--- src/rtl/muldiv_unit.sv ---
// Iterative radix-2 multiply/divide unit holding the architectural HI/LO registers.
// Optional flush input `abort` is enabled by defining MULDIV_ABORT_EN.
module muldiv_unit #(
  parameter int WIDTH = 32,
  parameter int CNT_W = 6
) (
  input  logic             clock,
  input  logic             reset,
  input  logic             start,
`ifdef MULDIV_ABORT_EN
  input  logic             abort,
`endif
  input  logic [1:0]       op,
  input  logic [WIDTH-1:0] operand_a,
  input  logic [WIDTH-1:0] operand_b,
  input  logic             write_hi,
  input  logic             write_lo,
  input  logic [WIDTH-1:0] input_data,
  output logic             busy,
  output logic             done,
  output logic [WIDTH-1:0] hi,
  output logic [WIDTH-1:0] lo
);

  typedef enum logic [1:0] {IDLE, RUN, FIX} state_t;

  state_t             state, state_nxt;
  logic [CNT_W-1:0]   cnt;
  logic               flush;

  logic               is_div_p0, neg_q_p0, neg_r_p0, b_zero_p0;
  logic [WIDTH-1:0]   opd_p0, a_raw_p0;
  logic [2*WIDTH-1:0] acc_p0;

  logic               is_signed, a_sgn, b_sgn;
  logic [WIDTH-1:0]   a_abs, b_abs;
  logic [WIDTH:0]     msum, dtrial, ddiff;
  logic               dge;
  logic [2*WIDTH-1:0] acc_step, prod;
  logic [WIDTH-1:0]   res_hi, res_lo;

  function automatic logic [WIDTH-1:0] abs_w(input logic signed [WIDTH-1:0] v, input logic sgn);
    return (sgn && v < 0) ? $unsigned(-v) : $unsigned(v);
  endfunction

  function automatic logic [WIDTH-1:0] neg_w(input logic [WIDTH-1:0] v, input logic en);
    return en ? -v : v;
  endfunction

  function automatic logic [2*WIDTH-1:0] neg_d(input logic [2*WIDTH-1:0] v, input logic en);
    return en ? -v : v;
  endfunction

`ifdef MULDIV_ABORT_EN
  assign flush = abort && (state != IDLE);
`else
  assign flush = 1'b0;
`endif

  assign busy = (state != IDLE);

  always_comb begin
    state_nxt = state;
    case (state)
      IDLE:    if (start) state_nxt = RUN;
      RUN:     if (cnt == CNT_W'(WIDTH-1)) state_nxt = FIX;
      FIX:     state_nxt = IDLE;
      default: state_nxt = IDLE;
    endcase
    if (flush) state_nxt = IDLE;
  end

  always_ff @(posedge clock or negedge reset) begin
    if (!reset) state <= IDLE;
    else        state <= state_nxt;
  end

  // Launch: signed ops run on magnitudes; sign flags fix up the result in FIX
  always_comb begin
    is_signed = ~op[0];
    a_sgn     = is_signed & operand_a[WIDTH-1];
    b_sgn     = is_signed & operand_b[WIDTH-1];
    a_abs     = abs_w(operand_a, is_signed);
    b_abs     = abs_w(operand_b, is_signed);
  end

  // One radix-2 step: shift-add for multiply, restoring shift-subtract for divide
  always_comb begin
    msum     = {1'b0, acc_p0[2*WIDTH-1:WIDTH]} + {1'b0, (acc_p0[0] ? opd_p0 : {WIDTH{1'b0}})};
    dtrial   = acc_p0[2*WIDTH-1:WIDTH-1];
    ddiff    = dtrial - {1'b0, opd_p0};
    dge      = (dtrial >= {1'b0, opd_p0});
    acc_step = is_div_p0 ? {(dge ? ddiff[WIDTH-1:0] : dtrial[WIDTH-1:0]), acc_p0[WIDTH-2:0], dge}
                         : {msum, acc_p0[WIDTH-1:1]};
  end

  always_comb begin
    prod   = neg_d(acc_p0, neg_q_p0);
    res_hi = prod[2*WIDTH-1:WIDTH];
    res_lo = prod[WIDTH-1:0];
    if (is_div_p0) begin
      if (b_zero_p0) begin
        res_lo = {WIDTH{1'b1}};
        res_hi = a_raw_p0;
      end else begin
        res_lo = neg_w(acc_p0[WIDTH-1:0], neg_q_p0);
        res_hi = neg_w(acc_p0[2*WIDTH-1:WIDTH], neg_r_p0);
      end
    end
  end

  always_ff @(posedge clock) begin
    if (state == IDLE && start) begin
      is_div_p0 <= op[1];
      neg_q_p0  <= a_sgn ^ b_sgn;
      neg_r_p0  <= a_sgn;
      b_zero_p0 <= (operand_b == '0);
      a_raw_p0  <= operand_a;
      opd_p0    <= op[1] ? b_abs : a_abs;
      acc_p0    <= {{WIDTH{1'b0}}, (op[1] ? a_abs : b_abs)};
    end else if (state == RUN) begin
      acc_p0 <= acc_step;
    end
  end

  // Architectural HI/LO: MTHI/MTLO only when idle and not launching
  always_ff @(posedge clock or negedge reset) begin
    if (!reset) begin
      cnt  <= '0;
      done <= 1'b0;
      hi   <= '0;
      lo   <= '0;
    end else begin
      done <= 1'b0;
      case (state)
        IDLE: begin
          if (start) begin
            cnt <= '0;
          end else begin
            if (write_hi) hi <= input_data;
            if (write_lo) lo <= input_data;
          end
        end
        RUN: cnt <= cnt + CNT_W'(1);
        FIX: begin
          if (!flush) begin
            hi   <= res_hi;
            lo   <= res_lo;
            done <= 1'b1;
          end
        end
        default: ;
      endcase
    end
  end

endmodule

--- config.mk ---
export PLATFORM = sky130hd
export DESIGN_NAME = muldiv_unit
export DESIGN_NICKNAME = d
export VERILOG_FILES = /design/src/rtl/muldiv_unit.sv
export SDC_FILE = /design/constraint.sdc
export NUM_CORES = 1
export LEC_CHECK = 0
export ABC_AREA = 0
export CELL_PAD_IN_SITES_DETAIL_PLACEMENT = 1
export CELL_PAD_IN_SITES_GLOBAL_PLACEMENT = 1
export CORE_ASPECT_RATIO = 1.5
export CORE_MARGIN = 5
export CORE_UTILIZATION = 44
export DETAILED_ROUTE_END_ITERATION = 12
export HOLD_SLACK_MARGIN = 0.12
export PLACE_DENSITY = 0.78
export SETUP_SLACK_MARGIN = 0.15
export SYNTH_ARGS = -nofsm -noshare
export SYNTH_HDL_FRONTEND = slang
export SYNTH_SLANG_ARGS = --single-unit
--- constraint.sdc ---
create_clock -name clock -period 5.08 [get_ports clock]
set_clock_uncertainty 0.2 [all_clocks]
set_input_delay 1.016 -clock clock [delete_from_list [all_inputs] [get_ports clock]]
set_output_delay 1.016 -clock clock [all_outputs]
set_load 0.05 [all_outputs]
==> results by group <==
Outcome
  – Status: finished, final reports clean

Synthesis
  – Adder-cell share of the synthesized area: 5.41%
  – Share of the synthesized area in the top cell type: 18.0%
  – Synth Area in Compound Gates: 24.9%
  – Most frequent cell after synthesis: nand2_1
  – Post-Syn Nets: 2188
  – Top post-synthesis cells by area: edfxtp_1 (18%), dfrtp_1 (11%), o21ai_0 (5.2%)
  – Avg Inst Size Synth: 8.29 um^2
  – Post-synthesis cell count: 2014
  – Post-synth cell types: 95
  – FF+latch count, synth: 205
  – Register area share after synthesis: 32.8%
  – Largest family of logic cells by synthesized area: compound AO/OA/AOI/OAI gates
  – Synth area leader: edfxtp_1
  – Synth top cells by count: nand2_1 (213), o21ai_0 (174), a21oi_1 (171)
  – Dominant synthesized flop cell: edfxtp_1
  – Share of synthesized registers carrying an async set or reset: 35.6%
  – Synth warnings: 0
  – Post-Synth Simple-Gate Area: 18.7%
  – EDFF count, synth: 100
  – Mapped cell area: 16700 um^2
  – Multiplexer area fraction after synthesis: 5.53%
  – Synth Area in XOR/XNOR: 8.18%

Route
  – Vias/cell: 6.52
  – Drt drc: 0
  – DR pass1 iterations: 5
  – Starting DRT DRC Count: 1444
  – Routed len/inst: 30.0 um
  – Via Count: 17200
  – DRT Wirelength: 79.2 mm
  – Routed Antenna Nets: 0

Floorplan
  – Core area: 37600 um^2
  – Die ar.: 42000 um^2
  – Starting Density: 44.5%
  – Io pins: 169
  – Die width: 169 um
  – Std-Cell Rows: 87
  – Vert. Die Dim: 249 um

Timing
  – Max-slew violation count: 0
  – Tmin final: 4.05 ns
  – Fin Setup TNS: 0 ns
  – Least-Margin Pin Slew: 1.15 ns
  – Final Hold Fails: 0
  – Worst relative slew slack: 23.3%
  – RSZ-0062 raised after global routing: false
  – WHS: 0.281 ns
  – Final setup viols: 0
  – Max Freq: 0.247 GHz
  – Final period utilization: 79.6%

Placed design
  – DP HPWL: 62.4 mm
  – Final GP Congestion: 1.01
  – I/O Buffers: 168

CTS
  – Clk sink count: 205
  – Post-CTS resize count: 0
  – Clock root buffer: clkbuf_16
  – CTS H-tree lvls: 1
  – CTS tree: done
  – # Post-CTS Setup Buffers: 0
  – Clock Path Buffers: 3
  – # hold bufs at CTS: 0
  – Num CTS Buffers: 23
  – Worst skew pair latency: 0.57 ns
  – Reg clk slew, reported paths: 0.07 ns

Job
  – MaxCap Viol Count: 0

Critical path
  – CP startpoint kind: flip-flop
  – CP Class: reg2reg
  – Slowest stage delay, CP: 0.42 ns
  – Family with the most delay on the worst path: compound AO/OA/AOI/OAI gates
  – CP most frequent cell: buf_4
  – Worst Path Buf+Inv: 3
  – Worst-path cell chain: buf_4 > inv_1 > buf_4 > nor2_1 > ha_1 > a211oi_1 > o21a_1 > o221ai_1 > a31oi_1 > o41a_1 > o211ai_1 > xnor2_1 > mux2i_1 > o31ai_1
  – Slowest CP cell: a211oi_1
  – Req. time, crit path: 5.36 ns
  – Setup crit end kind: flip-flop
  – Worst Path Arrival: 4.32 ns
  – Max FO, Critical Path: 30

Global route
  – Largest net degree at the start of global routing: 74
  – Total GRT Usage: 36.3%
  – Initial antenna violation count: 2
  – First-pass GRT wire length: 115 mm
  – Via count of the first global-routing pass: 18100
  – Grt ovf: 0

Pwr
  – Leakage: 7.78 nW
  – Max VDD drop: 0.377 mV
  – Total Power: 0.0113 W
  – PwrDens: 572 nW/um^2

Cells and area
  – Final net count: 2307
  – Share of layout cells above drive strength 1: 6.38%
  – Antenna fix cells: 0
  – # fillers: 4508
  – Layout Area Growth over Synthesis: 17.8%

Hold path
  – Hold Path Class: reg2reg
## metrics by stage
stage / std cells / setup WS, ns / utilization (%) / cell area [um^2]
6_report: 2638 / 1.03 / 52.4 / 19700
5_1_grt: 2638 / 0.783 / 52.4 / 19700
4_1_cts: 2638 / 1.02 / 52.4 / 19700
3_5_place_dp: 2597 / 0.690 / 50.3 / 18900
3_3_place_gp: 2597 / 0.787 / 50.3 / 18900
2_1_floorplan: 2014 / 0.535 / - / 16700
## cell families (layout without fill, tap and decap cells)
kind of cell / count (synthesis) / after routing
AND/OR/NAND/NOR: 634 / 634
AO/OA/AOI/OAI: 662 / 662
multiplexers: 91 / 91
adder cells (fa/ha/maj): 71 / 71
flip-flops: 205 / 205
XOR/XNOR: 156 / 156
buffers and inverters: 195 / 330
## worst reg2reg max path: stages (launching register included)
cell      delay (ns)
edfxtp_1        0.36
buf_4           0.17
inv_1           0.16
buf_4           0.35
nor2_1          0.12
ha_1            0.38
a211oi_1        0.42
o21a_1          0.21
o221ai_1        0.17
a31oi_1         0.20
o41a_1          0.39
o211ai_1        0.15
xnor2_1         0.30
mux2i_1         0.13
o31ai_1         0.26
## area by class of cell
| class | count | area, um^2 | area share [%] |
|---|---|---|---|
| Timing Repair Buffer | 217 | 2050 | 10.4 |
| Clock buffer | 34 | 682 | 3.47 |
| Sequential cell | 205 | 5470 | 27.8 |
| Multi-Input combinational cell | 1614 | 10500 | 53.2 |
| Tap cell | 489 | 612 | 3.11 |
| Clock inverter | 7 | 108 | 0.547 |
| Inverter | 72 | 272 | 1.38 |
## report_power, final
part	switching (W)	leakage, nW	internal (W)	total [W]
Sequential	0.000817	2.10	0.00226	0.00308
Combinational	0.00404	5.29	0.00234	0.00638
Clock	0.000760	0.390	0.00104	0.00180
Total	0.00561	7.78	0.00564	0.0113
## registers in the layout, summed over array words and instances (netlist names)
name and flops:
b_zero_p0 1, lo 32, neg_q_p0 1, is_div_p0 1, neg_r_p0 1, done 1
state 2, acc_p0 64, hi 32, opd_p0 32, cnt 6, a_raw_p0 32
## worst paths after layout
kind | start | endpoint | slack [ns] | cells after the start
min in group asynchronous | reset | cnt[3]$_DFFE_PN0P_ | 0.37 | 1
max | acc_p0[0]$_DFFE_PP_ | acc_p0[56]$_SDFFE_PP0P_ | 1.03 | 14
min | lo[21]$_DFFE_PN0P_ | lo[21]$_DFFE_PN0P_ | 0.28 | 2
max reg2reg | acc_p0[0]$_DFFE_PP_ | acc_p0[56]$_SDFFE_PP0P_ | 1.03 | 14
min reg2reg | lo[21]$_DFFE_PN0P_ | lo[21]$_DFFE_PN0P_ | 0.28 | 2
max in group asynchronous | reset | lo[12]$_DFFE_PN0P_ | 3.65 | 1
## cells in the final DEF, fill, tap and decap left out, types with 24 or more instances in the layout
cell type,Yosys,layout
or3_1,26,26
o21ai_1,35,35
xor2_1,60,60
a31oi_1,24,24
dfxtp_1,32,32
o22ai_1,38,38
inv_1,71,69
a211oi_1,24,24
clkbuf_16,0,24
o21ai_0,174,174
mux2i_1,81,81
nor3_1,45,45
nand3_1,44,44
nor2_1,156,156
clkdlybuf4s50_1,0,166
a21o_1,32,32
a21oi_1,171,171
ha_1,69,69
buf_4,1,49
dfrtp_1,73,73
edfxtp_1,100,100
xnor2_1,96,96
nand2_1,213,213
o31ai_1,28,28
## layer usage
metal  vias up  GRT usage, %  routed length (um)
met4         0          30.0                8120
met1      8440          38.3               27000
li1       7688             -                   -
met2       768          63.5               39200
met5         -             0                   0
met3       299          4.54                4810
Power figures use the tool's default switching activity.
